--- config.mk ---
export PLATFORM = sky130hd
export DESIGN_NAME = dmem_arbiter
export DESIGN_NICKNAME = d
export VERILOG_FILES = /design/src/rtl/dmem_arbiter.sv
export SDC_FILE = /design/constraint.sdc
export NUM_CORES = 1
export LEC_CHECK = 0
export ABC_CLOCK_PERIOD_IN_PS = 2050
export CORE_ASPECT_RATIO = 0.75
export CORE_UTILIZATION = 29
export CTS_CLUSTER_DIAMETER = 120
export DETAILED_ROUTE_END_ITERATION = 7
export PLACE_DENSITY = 0.8
export SETUP_SLACK_MARGIN = 0.3
export SLEW_MARGIN = 0
export SYNTH_ARGS = -nofsm -noshare
export SYNTH_HDL_FRONTEND = slang
export SYNTH_SLANG_ARGS = --single-unit
--- constraint.sdc ---
create_clock -name clk -period 2.05 [get_ports clk]
set_input_delay 0.41 -clock clk [delete_from_list [all_inputs] [get_ports clk]]
set_output_delay 0.41 -clock clk [all_outputs]
set_load 0.1 [all_outputs]
--- src/rtl/dmem_arbiter.sv ---
// Arbitrates the single dmem port between the CPU core and a DMA burst engine.
// The core is served with zero added latency; granted DMA bursts run uninterrupted.
module dmem_arbiter #(
  parameter int BURST_MAX    = 16,
  parameter int STARVE_LIMIT = 8,
  parameter int LEN_W        = $clog2(BURST_MAX) + 1,
  parameter int DMEM_DEPTH   = 16,
  parameter int DATA_WIDTH   = 32
) (
  input  logic                  clk,
  input  logic                  rst_n,
  input  logic                  core_req_i,
  input  logic [3:0]            core_we_i,
  input  logic [DMEM_DEPTH-1:0] core_addr_i,
  input  logic [DATA_WIDTH-1:0] core_wdata_i,
  output logic [DATA_WIDTH-1:0] core_rdata_o,
  output logic                  core_stall_o,
  input  logic                  dma_req_i,
  input  logic                  dma_wr_i,
  input  logic [DMEM_DEPTH-1:0] dma_addr_i,
  input  logic [LEN_W-1:0]      dma_len_i,
  input  logic [DATA_WIDTH-1:0] dma_wdata_i,
  output logic                  dma_gnt_o,
  output logic                  dma_beat_o,
  output logic [DATA_WIDTH-1:0] dma_rdata_o,
  output logic                  dma_done_o,
  output logic [3:0]            mem_we_o,
  output logic [DMEM_DEPTH-1:0] mem_addr_o,
  output logic [DATA_WIDTH-1:0] mem_wdata_o,
  input  logic [DATA_WIDTH-1:0] mem_rdata_i
);

  localparam int SC_W = $clog2(STARVE_LIMIT + 1);
  localparam logic [SC_W-1:0]  STARVE_MAX  = SC_W'(STARVE_LIMIT);
  localparam logic [SC_W-1:0]  SC_ONE      = SC_W'(1);
  localparam logic [LEN_W-1:0] BURST_MAX_L = LEN_W'(BURST_MAX);
  localparam logic [LEN_W-1:0] LEN_ONE     = LEN_W'(1);

  typedef enum logic {S_CORE, S_DMA} state_t;

  state_t                state_reg, state_next;
  logic [SC_W-1:0]       starve_cnt_reg, starve_cnt_next;
  logic [LEN_W-1:0]      beat_cnt_reg, beat_cnt_next;
  logic [LEN_W-1:0]      len_reg, len_next;
  logic [DMEM_DEPTH-1:0] base_reg, base_next;
  logic                  wr_reg, wr_next;

  logic [LEN_W-1:0]      len_eff;
  logic [DMEM_DEPTH-1:0] beat_off;
  logic                  starved;
  logic                  take_dma;
  logic                  last_beat;

  // Zero-length requests become one beat; oversize requests clamp to BURST_MAX.
  always_comb begin
    len_eff = dma_len_i;
    if (dma_len_i == '0) begin
      len_eff = LEN_ONE;
    end else if (dma_len_i > BURST_MAX_L) begin
      len_eff = BURST_MAX_L;
    end
  end

  assign beat_off  = DMEM_DEPTH'({beat_cnt_reg, 2'b00});
  assign starved   = (starve_cnt_reg == STARVE_MAX);
  assign last_beat = (beat_cnt_reg == (len_reg - LEN_ONE));
  // Gated with rst_n so no grant pulse escapes while reset is held.
  assign take_dma  = rst_n & (state_reg == S_CORE) & dma_req_i & (~core_req_i | starved);

  assign core_rdata_o = mem_rdata_i;
  assign dma_rdata_o  = mem_rdata_i;

  always_comb begin
    state_next      = state_reg;
    starve_cnt_next = starve_cnt_reg;
    beat_cnt_next   = beat_cnt_reg;
    len_next        = len_reg;
    base_next       = base_reg;
    wr_next         = wr_reg;
    core_stall_o    = 1'b0;
    dma_gnt_o       = 1'b0;
    dma_beat_o      = 1'b0;
    dma_done_o      = 1'b0;
    mem_we_o        = core_we_i & {4{core_req_i}};
    mem_addr_o      = core_addr_i;
    mem_wdata_o     = core_wdata_i;

    case (state_reg)
      S_CORE: begin
        if (take_dma) begin
          // The core is still served on the grant cycle; beats start next cycle.
          dma_gnt_o       = 1'b1;
          base_next       = dma_addr_i;
          len_next        = len_eff;
          wr_next         = dma_wr_i;
          beat_cnt_next   = '0;
          starve_cnt_next = '0;
          state_next      = S_DMA;
        end else if (dma_req_i && core_req_i) begin
          if (!starved) begin
            starve_cnt_next = starve_cnt_reg + SC_ONE;
          end
        end else if (!dma_req_i) begin
          starve_cnt_next = '0;
        end
      end

      S_DMA: begin
        dma_beat_o    = 1'b1;
        core_stall_o  = core_req_i;
        mem_addr_o    = base_reg + beat_off;
        mem_we_o      = wr_reg ? 4'hF : 4'h0;
        mem_wdata_o   = dma_wdata_i;
        beat_cnt_next = beat_cnt_reg + LEN_ONE;
        if (last_beat) begin
          dma_done_o = 1'b1;
          state_next = S_CORE;
        end
      end

      default: state_next = S_CORE;
    endcase
  end

  always_ff @(posedge clk or negedge rst_n) begin
    if (!rst_n) begin
      state_reg      <= S_CORE;
      starve_cnt_reg <= '0;
      beat_cnt_reg   <= '0;
      len_reg        <= '0;
      base_reg       <= '0;
      wr_reg         <= 1'b0;
    end else begin
      state_reg      <= state_next;
      starve_cnt_reg <= starve_cnt_next;
      beat_cnt_reg   <= beat_cnt_next;
      len_reg        <= len_next;
      base_reg       <= base_next;
      wr_reg         <= wr_next;
    end
  end

endmodule

==> results.md <==
- **run status** finished with violations
- **violations in the final reports** setup timing
- **final hold violation count** 0
- **source-to-sink clock delay at the later pin of the worst-skew pair** 0.27 ns
- **setup repair after global routing missed its margin** yes
- **count of antenna diodes in the layout** 0
- **Layout Nets** 630
- **Startpoint Class** flop
- **netlist area before placement** 0.003045 mm^2
- **DRC violations left** 0
- **Clock Tree Root** clkbuf_16
- **Mapped Nets** 460
- **met3 wirelength from detailed routing** 938 um
- **RePlAce Congestion** 0.7526
- **endpoint required time on the critical path** 1.64 ns
- **Power Dens Cells** 2008 mW/mm^2
- **number of input and output port buffers inserted** 165
- **global-route wire length before repair** 16910 um
- **met2 wirelength from detailed routing** 5493 um
- **Initial Util** 30.67%
- **post-synthesis average cell area** 9.888 um^2
- **Critical Path Sink Type** output port
- **commonest register cell after synthesis** dfrtp_1
- **Chip Width** 120.3 um
- **portion of the clock cycle consumed by the worst path in the final layout** 133.0%
- **cell count after synthesis** 308
- **total routed wirelength** 11060 um
- **number of synthesized register bits** 32
- **floorplan core area** 0.009930 mm^2
- **depth of the worst register-to-register path** 8
- **crit-path cells** ha_2 > fa_2 > a211o_1 > a21oi_4 > buf_6 > o21ai_2 > a31oi_4 > buf_12
- **clock skew after layout** 0.007713 ns
- **count of fill cells added during filler insertion** 754
- **1st-pass router iterations** 4
- **vias per cell** 4.813
- **Post-Place Worst Slack** -0.4806 ns
- **WL met1** 4514 um
- **Maximum Capacitance Violations** 0
- **Crit Path Class** reg -> out
- **area share of xor/xnor cells in the synthesized design** 3.164%
- **Rows** 31
- **combinational family with the most area after synthesis** multiplexers
- **share of flip-flops with an asynchronous set or reset** 100.0%
- **setup slack of the critical path after layout** -0.6774 ns
- **io pins** 262
- **Setup-failing EPs final** 18
- **Static Leakage** 2.869 nW
- **Buf+Inv Stages, Crit Path** 2
- **number of global-route vias before repair** 3254
- **actual transition at the worst max-transition pin** 0.3627 ns
- **most common cell after layout, fill and taps aside** clkdlybuf4s50_1
- **worst stage delay on the critical path** 0.38 ns
- **DR WL/cell** 18.13 um
- **delay-heaviest family, CP** compound AO/OA/AOI/OAI gates
- **Max transition margin** 75.64%
- **non-filler cells, final** 610
- **maximum clock rate** 0.3667 GHz
- **Crit Reg-Reg Startpoint** state_reg
- **area added between synthesis and finish** 111.2%
- **DIE HEIGHT** 90.75 um
- **count of clock tree sinks** 32
- **GRT overflow** 0
- **initial antenna violation count** 1
- **cell with the largest stage delay on the worst path** dfrtp_1
- **critical path depth** 8
- **final slew viol count** 0
- **post-placement cell count** 564
- **Vias** 2936
- **TritonCTS clock tree** done
- **post-synthesis share of cell area spent on full adders, half adders and majority gates** 4.355%
- **post-synthesis mux area share** 24.77%
- **number of violations reported at the end of detailed-routing iteration 0** 71
- **TritonCTS buffer count** 5
- **simple-gate area share of the yosys netlist** 10.52%
- **yosys synthesis warning count** 0
- **time the worst path needs with I/O delays and setup** 2.727 ns
- **worst hold-check path type** in -> async
- **EDFF count, synth** 0
- **flip-flop count of the largest register after layout** 16
- **full die area** 0.01092 mm^2
- **count of distinct cell types in the synthesized netlist** 50
- **arrival time of the worst setup path** 2.32 ns
- **largest fanout on the critical path** 4
- **maximum root-to-sink buffer count** 2
- **most frequent cells in the layout** 107 x clkdlybuf4s50_1, 65 x buf_12, 59 x mux2_4
- **pin count of the biggest net entering global routing** 27
- **detailed-placement wirelength estimate** 7997 um
- **number of H-tree levels** 2
- **number of routed nets with antenna violations** 0
- **clock edge transition at the registers on the reported setup and hold paths** 0.05 ns
- **maximum vdd ir drop** 1.509 mV
- **highest metal layer with signal wires** met5
- **fraction of the yosys area taken by sequential cells** 26.29%
- **worst setup path start** beat_cnt_reg[0]
- **fraction of the mapped netlist area in compound gates** 11.59%
- **GRT Resource Usage Total** 19.76%
- **share of layout cells above drive strength 1** 50.84%
==> cell usage after synthesis, drive strengths merged, types with 6 or more instances <==
master,n,share of area [%]
a31oi,6,1.2
buf,73,17
dfrtp,32,26
ha,9,3.7
inv,14,1.7
mux2,59,24
nand2,12,1.5
nand3,7,1.2
nor2,11,1.6
o21ai,11,1.8
xor2,7,2.0
==> per-stage QoR <==
step | TNS (ns) | hold slack, ns | area (um^2) | power (mW) | util [%]
after floorplan | -3.794 | 0.1144 | 3523 | 8.246 | -
after global placement | -3.189 | 0.2952 | 5543 | 10.78 | 55.82
after detailed placement | -3.834 | 0.2937 | 5543 | 10.94 | 55.82
after CTS | -6.920 | 0.003657 | 6346 | 12.79 | 63.91
after global routing | -8.162 | 0.01003 | 6432 | 13.39 | 64.78
final | -6.999 | 0.005242 | 6432 | 12.92 | 64.78
==> final cells by class <==
cell class,count,area (um^2),area share (%)
multi-input combinational,189,2153,33.48
sequential,32,805.8,12.53
tap,132,165.2,2.568
clock buffer,7,152.6,2.373
timing repair buffer,236,3099,48.18
inverter,14,56.30,0.8753
==> worst register-to-register path, delay by kind of cell, from the launching register on <==
kind          cells  cell delay, ns
buf+inv           6            0.83
flops             1            0.51
mux               1            0.30
simple gates      1            0.18
==> logic make-up after synthesis <==
kind of cell	count (synthesis)
AO/OA/AOI/OAI	47
XOR/XNOR	11
adder cells (fa/ha/maj)	10
buffers and inverters	88
flip-flops	32
multiplexers	62
AND/OR/NAND/NOR	58
==> final timing paths <==
kind,to,slack (ns)
min,starve_cnt_reg[2],0.005
max in group asynchronous,state_reg,1.39
max reg2reg,base_reg[12],0.11
min in group clk,starve_cnt_reg[3],0.51
min reg2reg,starve_cnt_reg[3],0.51
max,mem_addr_o[10],-0.68
==> per-layer routing <==
metal	GRT usage, %	vias to the layer above
li1	-	1364
met1	24.00	1402
met2	33.67	150
met3	6.566	18
met4	4.321	2
met5	0	-
==> repair_timing <==
action,in CTS,in global routing
hold buffers,0,0
gates cloned,7,1
setup buffers,29,2
setup endpoints to repair,74,81
resized for setup,50,11
hold endpoints to repair,0,0
pin swaps,19,9
==> where the power goes <==
group | internal [mW] | switching [mW]
Clock | 0.509 | 0.259
Combinational | 4.87 | 6.05
Sequential | 0.929 | 0.307
Note: power is estimated with default switching activity, not from simulation.
